`src/rtl/iob_cpu_bus_router_pkg.sv`:
```
// Shared types and helpers for the CPU bus router.
// Holds the FSM encoding, error data default and flat-bus field offsets.
package iob_cpu_bus_router_pkg;

    typedef enum logic [1:0] {
        ST_IDLE = 2'd0,
        ST_REQ  = 2'd1,
        ST_RESP = 2'd2
    } state_e;

    localparam logic [31:0] ERR_DATA_DEF = 32'hDEADBEEF;

    // Low bit of field idx in a flattened bus of w-bit fields.
    function automatic int unsigned fld_lo(
        input int unsigned idx,
        input int unsigned w
    );
        return idx * w;
    endfunction

endpackage

```
`src/rtl/iob_bus_watchdog.sv`:
```
// Per-transaction wait counter for the CPU bus router.
// Expires on the last allowed wait cycle so the timeout lands on the final count.
module iob_bus_watchdog #(
    parameter int TIMEOUT_W = 8
) (
    input  logic clk,
    input  logic resetn,
    input  logic clr,
    input  logic en,
    output logic expired
);

    localparam logic [TIMEOUT_W-1:0] LAST = ~TIMEOUT_W'(1);

    logic [TIMEOUT_W-1:0] count_q;
    logic [TIMEOUT_W-1:0] count_d;

    always_comb begin
        count_d = count_q;
        if (clr) begin
            count_d = '0;
        end else if (en) begin
            count_d = count_q + 1'b1;
        end
    end

    always_ff @(posedge clk or negedge resetn) begin
        if (!resetn) begin
            count_q <= '0;
        end else begin
            count_q <= count_d;
        end
    end

    assign expired = en && (count_q == LAST);

endmodule

```
`src/rtl/iob_cpu_bus_router.sv`:
```
// Address-decoded router from a native CPU port to N native slave ports.
// Single outstanding request, boot remap, watchdog and sticky error report.
module iob_cpu_bus_router
    import iob_cpu_bus_router_pkg::*;
#(
    parameter int          ADDR_W     = 32,
    parameter int          DATA_W     = 32,
    parameter int          N_SLAVES   = 4,
    parameter int          SEL_W      = 2,
    parameter int          BOOT_SLAVE = 0,
    parameter int          TIMEOUT_W  = 8,
    parameter logic [31:0] ERR_DATA   = ERR_DATA_DEF
) (
    input  logic                         clk,
    input  logic                         resetn,
    input  logic                         boot,
    input  logic                         err_clr,
    input  logic                         cpu_valid,
    input  logic                         cpu_instr,
    input  logic [ADDR_W-1:0]            cpu_addr,
    input  logic [DATA_W-1:0]            cpu_wdata,
    input  logic [DATA_W/8-1:0]          cpu_wstrb,
    output logic [DATA_W-1:0]            cpu_rdata,
    output logic                         cpu_ready,
    output logic [N_SLAVES-1:0]          s_valid,
    output logic [N_SLAVES*ADDR_W-1:0]   s_addr,
    output logic [N_SLAVES*DATA_W-1:0]   s_wdata,
    output logic [N_SLAVES*DATA_W/8-1:0] s_wstrb,
    input  logic [N_SLAVES*DATA_W-1:0]   s_rdata,
    input  logic [N_SLAVES-1:0]          s_ready,
    output logic                         bus_err,
    output logic [ADDR_W-1:0]            err_addr
);

    localparam int STRB_W = DATA_W / 8;
    localparam logic [DATA_W-1:0] ERR_RDATA = DATA_W'(ERR_DATA);
    localparam logic [ADDR_W-1:0] OFFS_MASK =
        {{SEL_W{1'b0}}, {(ADDR_W-SEL_W){1'b1}}};

    typedef struct packed {
        logic [SEL_W-1:0]  sel;
        logic [ADDR_W-1:0] addr;
        logic [DATA_W-1:0] wdata;
        logic [STRB_W-1:0] wstrb;
    } req_t;

    state_e            state_q, state_d;
    req_t              req_q, req_d;
    logic [DATA_W-1:0] rdata_q, rdata_d;
    logic              bus_err_q, bus_err_d;
    logic [ADDR_W-1:0] err_addr_q, err_addr_d;

    logic [SEL_W-1:0]  dec_sel;
    logic              dec_err;
    logic              sel_ready;
    logic [DATA_W-1:0] sel_rdata;
    logic              wd_expired;
    logic              err_set;
    logic [ADDR_W-1:0] err_src;

    always_comb begin
        dec_sel = cpu_addr[ADDR_W-1 -: SEL_W];
        if (boot && cpu_instr) begin
            dec_sel = SEL_W'(BOOT_SLAVE);
        end
        dec_err = (int'(dec_sel) >= N_SLAVES);
    end

    always_comb begin
        sel_ready = 1'b0;
        sel_rdata = '0;
        for (int i = 0; i < N_SLAVES; i++) begin
            if (req_q.sel == SEL_W'(i)) begin
                sel_ready = s_ready[i];
                sel_rdata = s_rdata[i*DATA_W +: DATA_W];
            end
        end
    end

    iob_bus_watchdog #(
        .TIMEOUT_W (TIMEOUT_W)
    ) u_wdog (
        .clk     (clk),
        .resetn  (resetn),
        .clr     (state_q == ST_RESP),
        .en      (state_q == ST_REQ),
        .expired (wd_expired)
    );

    always_comb begin
        state_d = state_q;
        req_d   = req_q;
        rdata_d = rdata_q;
        err_set = 1'b0;
        err_src = '0;
        unique case (state_q)
            ST_IDLE: begin
                if (cpu_valid && dec_err) begin
                    state_d = ST_RESP;
                    rdata_d = ERR_RDATA;
                    err_set = 1'b1;
                    err_src = cpu_addr;
                end else if (cpu_valid) begin
                    state_d = ST_REQ;
                    req_d   = '{dec_sel, cpu_addr, cpu_wdata, cpu_wstrb};
                end
            end
            ST_REQ: begin
                // A ready arriving on the last wait cycle still completes normally.
                if (sel_ready) begin
                    state_d = ST_RESP;
                    rdata_d = sel_rdata;
                end else if (wd_expired) begin
                    state_d = ST_RESP;
                    rdata_d = ERR_RDATA;
                    err_set = 1'b1;
                    err_src = req_q.addr;
                end
            end
            ST_RESP: state_d = ST_IDLE;
            default: state_d = ST_IDLE;
        endcase
    end

    // A new error in the clearing cycle becomes the new first error.
    always_comb begin
        bus_err_d  = bus_err_q;
        err_addr_d = err_addr_q;
        if (err_clr) begin
            bus_err_d  = 1'b0;
            err_addr_d = '0;
        end
        if (err_set) begin
            bus_err_d = 1'b1;
            if (!bus_err_q || err_clr) begin
                err_addr_d = err_src;
            end
        end
    end

    always_ff @(posedge clk or negedge resetn) begin
        if (!resetn) begin
            state_q    <= ST_IDLE;
            req_q      <= '0;
            rdata_q    <= '0;
            bus_err_q  <= 1'b0;
            err_addr_q <= '0;
        end else begin
            state_q    <= state_d;
            req_q      <= req_d;
            rdata_q    <= rdata_d;
            bus_err_q  <= bus_err_d;
            err_addr_q <= err_addr_d;
        end
    end

    for (genvar g = 0; g < N_SLAVES; g++) begin : g_slv
        assign s_valid[g] = (state_q == ST_REQ) && (req_q.sel == SEL_W'(g));
        assign s_addr[fld_lo(g, ADDR_W) +: ADDR_W]  = req_q.addr & OFFS_MASK;
        assign s_wdata[fld_lo(g, DATA_W) +: DATA_W] = req_q.wdata;
        assign s_wstrb[fld_lo(g, STRB_W) +: STRB_W] = req_q.wstrb;
    end

    assign cpu_ready = (state_q == ST_RESP);
    assign cpu_rdata = rdata_q;
    assign bus_err   = bus_err_q;
    assign err_addr  = err_addr_q;

endmodule

```
`config.mk`:
```
export PLATFORM = sky130hd
export DESIGN_NAME = iob_cpu_bus_router
export DESIGN_NICKNAME = d
export VERILOG_FILES = /design/src/rtl/iob_cpu_bus_router_pkg.sv /design/src/rtl/iob_bus_watchdog.sv /design/src/rtl/iob_cpu_bus_router.sv
export SDC_FILE = /design/constraint.sdc
export NUM_CORES = 1
export LEC_CHECK = 0
export ABC_AREA = 1
export BUFFER_PORTS_ARGS = -buffer_cell sky130_fd_sc_hd__buf_2
export CAP_MARGIN = 20
export CORE_AREA = 8 8 204 206
export DETAILED_ROUTE_END_ITERATION = 12
export DIE_AREA = 0 0 212 214
export MAX_ROUTING_LAYER = met4
export PLACE_DENSITY = 0.52
export SETUP_SLACK_MARGIN = 0.5
export SLEW_MARGIN = 20
export SYNTH_ARGS = -nofsm -noshare
export SYNTH_HDL_FRONTEND = slang
export SYNTH_SLANG_ARGS = --single-unit
```
`constraint.sdc`:
```
create_clock -name clk -period 2.06 [get_ports clk]
set_clock_uncertainty 0.05 [all_clocks]
set_input_delay 0.309 -clock clk [delete_from_list [all_inputs] [get_ports clk]]
set_output_delay 0.309 -clock clk [all_outputs]
set_load 0.005 [all_outputs]
```
==> flow_summary.yaml, run 1 <==
run_status:
  outcome: "finished, final reports clean"
drt:
  wirelength_mm: 45.7
  firstDrtPassIters: 5
  drt-vias-per-instance: 4.38
  drc: 0
  dr.first_iter.drc_count: 591
  ant_nets: 0
  avgRoutedWirePerCell_um: 20.4
  via_count: 9819
floorplan:
  dieArea_um2: 45400
  dieWidth_um: 212
  dieHeight_um: 214
  row_count: 72
  start_util_pct: 24.7
  coreArea_um2: 38300
  io_pins: 548
sta:
  setup_tns_ns: 0
  finalMaxSlewViolations: 0
  period_needed_ns: 1.79
  worst_hold_slack_ns: 0.0272
  rsz0062_at_grt: "true"
  setup_violations: 0
  fin_crit_sh_pct: 86.8
  hold_violations: 0
  max_freq_mhz: 559
power_and_ir_drop:
  ir_worst_vdd_mv: 0.601
  power.density_nw_per_um2: 1480
  power_leakage_uw: 0.00795
setup_path:
  cp.required_ns: 1.70
  timing.rr.start: "req_q[69]"
  r2r_end: "err_addr[12]"
  worstSetupEndpointType: "output port"
  crit_slowest_cell: "dfrtp_2"
  crit_chain: "inv_4 -> buf_8 -> nor3_2 -> buf_2"
  crit_buf_inv: 3
  start_kind: "register"
  worst-r2r-setup-slack_ns: 0.29
  cp_max_fo: 6
  cp_slowest_stage_delay_ns: 0.51
  arrival_ns: 1.43
  critical-path-top-delay-family: "flip-flops"
  r2r_cells: 10
  critical_path_class: "reg -> out"
yosys:
  ys_warn_count: 0
  synth_xor_area_share_pct: 0
  synth_compound_area_share_pct: 3.37
  muxShareOfSynthArea_pct: 0
  seq_area_frac_synth_pct: 38.3
  synthCells: 1303
  synthAdderAreaFrac_pct: 0.792
  ys_ff_latch: 145
  syn_area_um2: 9470
  synth_top_family_by_area: "simple AND/OR/NAND/NOR gates"
  synth_cell_types: 27
  synthSimpleGateAreaFrac_pct: 29.1
  synth_area_per_cell_um2: 7.27
finish:
  drive_gt1_share_pct: 48.0
  nNetsFinal: 1917
  postLayoutCellArea_um2: 14100
  area_growth_syn_to_layout_pct: 49.0
grt:
  grt_pass1_vias: 9437
  antenna_found_initial: 9
  grt_pass1_wl_mm: 57.3
  grt_max_degree: 68
  grt_remaining_overflow: 0
  grtUsageTotal_pct: 16.8
job:
  drv_cap: 0
clock_tree:
  htreeDepth: 4
  clkTransAtPathRegs_ns: 0.06
  cts_buffer_depth: 2
  numCtsBuffers: 17
  cts_tree: "yes"
  cts_root_buf: "clkbuf_16"
  cts.sinks: 145
  worstSkewPairLatency_ns: 0.44
hold_path:
  hp-start: "cpu_wdata[26]"
  whs_endpoint: "s_wdata[26]"
  holdPathStages: 3
  holdCritPathClass: "in -> reg"
placement:
  dp_hpwl_mm: 27.6
  port_buffers: 539
  routabilityCongestion: 0.917
  placed_cell_area_um2: 10800
[worst register-to-register path, cell delays in order (launching register included)]
cell,delay [ns]
dfrtp_2,0.46
buf_6,0.14
buf_12,0.12
nand3_4,0.07
nand3_4,0.10
buf_12,0.16
nand2_8,0.12
buf_6,0.12
nand3_4,0.15
nand2_2,0.13
nand2_2,0.04
[per-stage QoR]
step                setup slack, ns  utilization, %  cells  total power (uW)
global placement              0.235            28.2   2061             13200
floorplan                     0.473               -   1310             11800
global route                  0.220            36.9   2242             22200
finish                        0.272            36.9   2242             20800
CTS                           0.313            32.7   2166             18100
detailed placement            0.136            28.2   2061             13300
[synthesized netlist by cell type]
cell type | number | share of area (%)
nand2_1 | 471 | 19
buf_4 | 276 | 22
dfrtp_1 | 145 | 38
inv_1 | 94 | 3.7
nand3_1 | 74 | 3.9
nor2_1 | 50 | 2.0
o21ai_0 | 38 | 2.0
clkbuf_1 | 37 | 1.5
nand4_1 | 32 | 2.1
o21ai_1 | 15 | 0.79
buf_2 | 14 | 0.74
nand3b_1 | 8 | 0.63
nor3_1 | 8 | 0.42
or2_2 | 8 | 0.53
a21oi_1 | 7 | 0.37
ha_1 | 6 | 0.79
buf_6 | 4 | 0.48
inv_2 | 3 | 0.12
o22ai_1 | 3 | 0.20
nand2_2 | 2 | 0.13
nand3_2 | 2 | 0.21
and3_1 | 1 | 0.066
conb_1 | 1 | 0.040
nand2_4 | 1 | 0.12
nand3_4 | 1 | 0.18
nor2_2 | 1 | 0.066
or2_1 | 1 | 0.066
[sequential cells by signal (all words and copies together) (netlist names)]
signal,count
cpu_rdata,32
err_addr,32
s_wdata,32
s_addr,30
u_wdog.count_q,8
req_q,4
s_wstrb,4
state_q,2
bus_err,1
[final cells by class]
type / instances / area [um^2]
fill: 3977 / 24200
antenna: 6 / 15.0
tap: 518 / 648
clock inverter: 14 / 211
clock buffer: 18 / 429
sequential: 145 / 3630
timing repair buffer: 699 / 4900
inverter: 97 / 420
multi-input combinational: 742 / 3810
timing repair inverter: 3 / 43.8
[worst max path at each step]
stage,endpoint,cells past startpoint,from
3_5_place_dp,cpu_rdata[23],7,req_q[68]
2_1_floorplan,err_addr[22],9,state_q[1]
4_1_cts,s_valid[1],4,req_q[68]
5_1_grt,s_valid[2],4,req_q[69]
6_report,s_valid[1],4,req_q[68]
3_3_place_gp,cpu_rdata[2],7,req_q[68]
[layer usage]
layer | track usage (%) | part of all wire [%] | vias up
met1 | 19.3 | 42 | 4754
met3 | 3.23 | 6.7 | 49
met4 | 4.26 | 2.0 | 0
met5 | - | 0 | -
met2 | 29.7 | 50 | 427
li1 | - | - | 4589
[what timing repair did]
action / CTS / global route
gates cloned: 8 / 32
hold buffers: 48 / 0
setup endpoints to repair: 79 / 142
pin swaps: 8 / 44
setup buffers: 17 / 38
endpoints found under the hold margin: 161 / 0
gates resized for setup: 57 / 192
[cells by family after synthesis]
group                    after synthesis
adder cells (fa/ha/maj)                6
flip-flops                           145
other                                  1
AO/OA/AOI/OAI                         63
buffers and inverters                428
AND/OR/NAND/NOR                      660
[cell usage in the layout (no fill, tap or decap), drive strengths merged, types with 9 or more instances in the layout]
cell and n:
buf 633, clkbuf 33, clkinv 10, dfrtp 145, dlygate4sd3 48, inv 97, nand2 476, nand3 80
nand4 32, nor2 51, o21ai 53, or2 9
[power by group]
part / switching, uW / internal, uW / leakage [uW] / total (uW)
logic: 6410 / 5750 / 0.00581 / 12200
registers: 1330 / 3900 / 0.00184 / 5230
clock network: 1320 / 2150 / 0.000310 / 3470
(Power assumes the default switching activity.)
==> run 2: changes to the inputs <==
- CELL_PAD_IN_SITES_DETAIL_PLACEMENT: not set -> 2
- CELL_PAD_IN_SITES_GLOBAL_PLACEMENT: not set -> 2
- CORE_AREA: 8 8 204 206 -> not set
- CORE_MARGIN: not set -> 8
- CORE_UTILIZATION: not set -> 22
- DIE_AREA: 0 0 212 214 -> not set
- PLACE_DENSITY: 0.52 -> 0.82
- RECOVER_POWER: not set -> 50
- SYNTH_HIERARCHICAL: not set -> 1
==> run 2 against run 1 <==
The flow now finishes with violations (design-rule violations). Via count is 2.5% lower. Maximum frequency is 6.2% lower. Die area is 8.7% higher. Sequential power is 0.8% higher. Power is 11% lower. Flip-flop and latch count stayed put. Utilization is 7.1 points lower. Clock power is 6.1% lower. Critical path depth is 9 higher.
==> flow_summary.yaml, run 2 <==
run_status:
  outcome: "finished with violations"
  violations: "design-rule violations"
setup_path:
  cp.required_ns: 2.38
  path_depth: 13
  crit_slowest_cell: "dfrtp_1"
  critical_path_class: "reg -> reg"
  crit_buf_inv: 6
  r2r_cells: 13
  worstSetupEndpointType: "register"
  cp_slowest_stage_delay_ns: 0.37
  crit_chain: "nand2_1 -> inv_2 -> nand2_1 -> nor3_2 -> inv_2 -> nor2_4 -> buf_4 -> buf_6 -> inv_6 -> nand2_8 -> buf_8 -> nand2_1 -> nand2_1"
  critical-path-top-delay-family: "simple AND/OR/NAND/NOR gates"
  arrival_ns: 2.22
  start_kind: "register"
  cp_max_fo: 8
  cp_common_cell: "nand2_1"
finish:
  postLayoutCellArea_um2: 12500
  final_util_pct: 29.7
  drive_gt1_share_pct: 33.8
  area_growth_syn_to_layout_pct: 33.5
  layout_commonest_cell: "nand2_1"
  final_cell_mix: "444 x nand2_1, 379 x buf_2, 161 x clkbuf_1"
  fillers: 5014
  nNetsFinal: 1830
sta:
  max_freq_mhz: 524
  worst_slew_pin_slew_ns: 1.49
  slew_headroom_pct: 0.494
  hold_violations: 0
  rsz0062_at_grt: "true"
  setup_tns_ns: 0
  fin_crit_sh_pct: 92.6
  worst_hold_slack_ns: 0.0368
  setup_violations: 0
  period_needed_ns: 1.91
  finalMaxSlewViolations: 0
clock_tree:
  cts_buffer_depth: 2
  htreeDepth: 4
  numCtsBuffers: 17
  cts.sinks: 145
  clkTransAtPathRegs_ns: 0.07
  cts_root_buf: "clkbuf_16"
  worstSkewPairLatency_ns: 0.43
  cts_tree: "yes"
yosys:
  synth_ff_type: "dfrtp_1"
  synth_area_leaders: "dfrtp_1 39%, buf_4 22%, nand2_1 18%"
  ys_ff_latch: 145
  yosys.area.top_type: "dfrtp_1"
  synth_top_area_share_pct: 38.9
  synth_cell_types: 29
  ys_warn_count: 6
  synth_area_per_cell_um2: 7.37
  synth_most_common_cell: "nand2_1"
  async_reset_ff_share_pct: 100
  synth_commonest_cells: "455 x nand2_1, 278 x buf_4, 145 x dfrtp_1"
  synth-edff-count: 0
  seq_area_frac_synth_pct: 38.9
  synthCells: 1268
  syn_area_um2: 9340
drt:
  wirelength_mm: 46.0
  ant_nets: 0
  via_count: 9571
  dr.first_iter.drc_count: 392
  firstDrtPassIters: 10
  avgRoutedWirePerCell_um: 21.1
  drt-vias-per-instance: 4.39
  drc: 6
grt:
  grt_pass1_vias: 10700
  grt_pass1_wl_mm: 65.6
  grt_max_degree: 69
  grtUsageTotal_pct: 17.6
  antenna_found_initial: 4
  grt_remaining_overflow: 0
hold_path:
  holdPathStages: 3
  holdCritPathClass: "in -> reg"
floorplan:
  row_count: 75
  dieArea_um2: 49300
  io_pins: 548
  start_util_pct: 22.3
  coreArea_um2: 41900
  dieWidth_um: 222
  dieHeight_um: 222
power_and_ir_drop:
  p_total_uw: 18500
  power.density_nw_per_um2: 1480
  power_leakage_uw: 0.00669
  ir_worst_vdd_mv: 0.525
placement:
  port_buffers: 539
  placed_cell_area_um2: 10800
  routabilityCongestion: 0.807
  dp_hpwl_mm: 32.6
job:
  drv_cap: 0
[run 2: cell count changes in the layout (fill, tap and decap cells not counted), moves of 10 or more]
cell,previous run,this run
buf_2,537,379
o21ai_0,27,40
inv_1,85,66
nor2_1,40,50
clkbuf_16,32,20
buf_6,25,10
nand2_4,16,4
clkbuf_1,1,161
nand2_1,406,444
nand2_2,48,6
[run 2: through the flow]
step                worst slack [ns]  cells
finish                         0.153   2181
global route                  0.0563   2180
CTS                            0.229   2150
detailed placement             0.106   2057
global placement               0.187   2057
floorplan                      0.471   1275
[run 2: cells by family (layout without fill, tap and decap cells)]
group / Yosys count / count (layout) / share of synthesized area (%)
other: 1 / 15 / 0.0402
AND/OR/NAND/NOR: 652 / 652 / 29.5
flip-flops: 145 / 145 / 38.9
AO/OA/AOI/OAI: 62 / 62 / 3.39
adder cells (fa/ha/maj): 2 / 2 / 0.268
buffers and inverters: 406 / 766 / 27.9
[run 2: area by class of cell]
| cell class | count | area [um^2] | area share (%) |
|---|---|---|---|
| diodes | 7 | 17.5 | 0.140 |
| inverters | 76 | 310 | 2.49 |
| flip-flops and latches | 145 | 3640 | 29.2 |
| well taps | 539 | 674 | 5.41 |
| repair buffers | 658 | 3890 | 31.2 |
| clock inverters | 13 | 160 | 1.28 |
| clock buffers | 19 | 443 | 3.55 |
| multi-input cells | 724 | 3330 | 26.7 |
[run 2: path summary, 6_finish.rpt]
kind	start	end	slack, ns
setup reg to reg	u_wdog/count_q[4]	cpu_rdata[29]	0.15
setup / recovery	u_wdog/count_q[4]	cpu_rdata[29]	0.15
hold reg to reg	cpu_rdata[27]	cpu_rdata[27]	0.46
max in group asynchronous	resetn	s_addr[27]	0.26
min in group asynchronous	resetn	s_wstrb[3]	0.73
hold / removal	cpu_addr[1]	s_addr[1]	0.04
[run 2: metal layers]
layer  global-route usage, %  share of wire, %  vias to the layer above
met5                       -                 0                        -
met1                    18.4                39                     4798
li1                        -                 -                     4369
met3                    4.29               5.1                       60
met4                    5.71               2.7                        0
met2                    32.2                53                      344
[run 2: worst register-to-register path, stage by stage (launching register included)]
cell and delay (ns):
dfrtp_1 0.37, nand2_1 0.14, inv_2 0.11, nand2_1 0.06, nor3_2 0.19, inv_2 0.08, nor2_4 0.15, buf_4 0.13
buf_6 0.10, inv_6 0.05, nand2_8 0.13, buf_8 0.15, nand2_1 0.08, nand2_1 0.05
[run 2: where the power goes]
| part | internal [uW] | total, uW | switching, uW | leakage [uW] |
|---|---|---|---|---|
| clock network | 1940 | 3260 | 1320 | 0.000294 |
| logic | 4160 | 9930 | 5770 | 0.00456 |
| registers | 3900 | 5270 | 1370 | 0.00184 |
[run 2: repair_timing]
action,in CTS,in global routing
gates resized for setup,61,34
buffers inserted,18,20
pin swaps,5,7
cloned,4,4
setup endpoints to repair,146,106
hold buffers,39,0
endpoints found under the hold margin,81,0
==> run 3: changes to the inputs <==
- PLACE_DENSITY: 0.82 -> not set
- PLACE_DENSITY_LB_ADDON: not set -> 0.1
==> run 3 against run 2 <==
The run now ends clean. Via count is 4.1% lower. Final cell count is 0.78% lower. Clock-buffer cell count increased by 4. Sequential share of layout area is 0.070 points lower. Die area stayed put. Maximum frequency is 2.9% higher. Non-clock buffer count decreased by 17. Worst setup slack improved by 0.054 ns. Clock power up 5%. Flip-flop and latch count stayed put.
==> flow_summary.yaml, run 3 (synthesized netlist as in run 2, its figures left out) <==
run_status:
  outcome: "finished, final reports clean"
sta:
  period_needed_ns: 1.85
  worst_hold_slack_ns: 0.0296
  worst_slew_pin_slew_ns: 0.837
  max_freq_mhz: 540
  slew_headroom_pct: 44.2
  fin_crit_sh_pct: 90.0
  rsz0062_at_grt: "true"
  setup_violations: 0
  hold_violations: 0
  setup_tns_ns: 0
  finalMaxSlewViolations: 0
finish:
  postLayoutCellArea_um2: 12500
  area_growth_syn_to_layout_pct: 33.7
  final_cell_mix: "415 x nand2_1, 395 x buf_2, 146 x clkbuf_1"
  final_util_pct: 29.8
  multi_input_comb_area_um2: 3410
  layout_commonest_cell: "nand2_1"
  seq_area_um2: 3630
  fillers: 5037
  drive_gt1_share_pct: 35.6
  nNetsFinal: 1813
clock_tree:
  cts_tree: "yes"
  worstSkewPairLatency_ns: 0.43
  cts_buffer_depth: 2
  cts.sinks: 145
  htreeDepth: 4
  clkTransAtPathRegs_ns: 0.06
  numCtsBuffers: 17
  cts_root_buf: "clkbuf_16"
job:
  drv_cap: 0
placement:
  routabilityCongestion: 0.777
  dp_hpwl_mm: 32.0
  placed_cell_area_um2: 10800
  port_buffers: 539
grt:
  grt_pass1_wl_mm: 64.6
  grtUsageMet1_pct: 19.0
  grt_max_degree: 56
  grt_use_met3_pct: 4.84
  grtUsageTotal_pct: 17.4
  grt_pass1_vias: 10309
  top_usage_layer: "met2"
  antenna_found_initial: 7
  grtUsageMet2_pct: 30.7
  grt_remaining_overflow: 0
drt:
  wirelength_mm: 43.2
  firstDrtPassIters: 4
  drc: 0
  ant_nets: 0
  avgRoutedWirePerCell_um: 20.0
  dr.first_iter.drc_count: 277
  drt-vias-per-instance: 4.24
  via_count: 9178
setup_path:
  critPathLaunch: "req_q[68]"
  arrival_ns: 2.13
  cp_max_fo: 7
  timing.rr.start: "req_q[68]"
  start_kind: "register"
  critical_path_class: "reg -> reg"
  worstSetupEndpointType: "register"
  cp.required_ns: 2.33
hold_path:
  hp-start: "cpu_addr[12]"
  holdCritPathClass: "in -> reg"
floorplan:
  dieArea_um2: 49300
  row_count: 75
  dieHeight_um: 222
  io_pins: 548
  start_util_pct: 22.3
  coreArea_um2: 41900
  dieWidth_um: 222
power_and_ir_drop:
  ir_worst_vdd_mv: 0.631
  p_total_uw: 17900
  power.density_nw_per_um2: 1430
  power_leakage_uw: 0.00668
run 3: worst paths after layout:
path	to	slack, ns	cells after the start
min in group asynchronous	s_addr[10]	0.23	2
max reg2reg	err_addr[10]	0.21	9
max	err_addr[10]	0.21	9
min	s_addr[12]	0.03	3
min reg2reg	req_q[66]	0.46	2
max in group asynchronous	s_wdata[0]	0.60	3
run 3: power by group:
| part | internal (uW) | switching [uW] | total [uW] | leakage, uW |
|---|---|---|---|---|
| Sequential | 3900 | 1260 | 5160 | 0.00184 |
| Clock | 2130 | 1310 | 3430 | 0.000303 |
| Combinational | 3950 | 5330 | 9280 | 0.00454 |
run 3: worst max-delay path, cell delays in order (launching register included):
cell and delay [ns]:
dfrtp_1 0.40, buf_6 0.15, buf_4 0.15, o21ai_1 0.14
nand3_4 0.17, nand2_8 0.15, nand3_4 0.18, buf_12 0.23
nand2_4 0.06, nand2_2 0.05
run 3: routing by layer:
layer | routed length, um | up-vias
met2 | 22700 | 276
met1 | 17600 | 4534
met4 | 602 | 0
li1 | - | 4343
met5 | 0 | -
met3 | 2360 | 25
run 3: layout make-up:
class                   instances  share of cell area, %
well taps                     539                   5.40
multi-input cells             724                   27.3
clock inverters                 9                   1.23
inverters                      76                   2.40
clock buffers                  23                   3.83
flip-flops and latches        145                   29.1
repair buffers                641                   30.6
diodes                          7                  0.140
run 3: repair_timing:
item | CTS | global route
gates resized for setup | 63 | 46
setup endpoints to repair | 76 | 128
hold buffers | 37 | 0
pin swaps | 7 | 5
hold endpoints to repair | 71 | 0
cloned | 7 | 3
buffers inserted | 25 | 2
run 3: stage by stage:
stage                     worst slack, ns  instances
after floorplan                     0.471       1275
after global routing               0.0708       2164
after global placement              0.149       2051
final                               0.207       2164
after detailed placement           0.0609       2051
after CTS                           0.193       2152
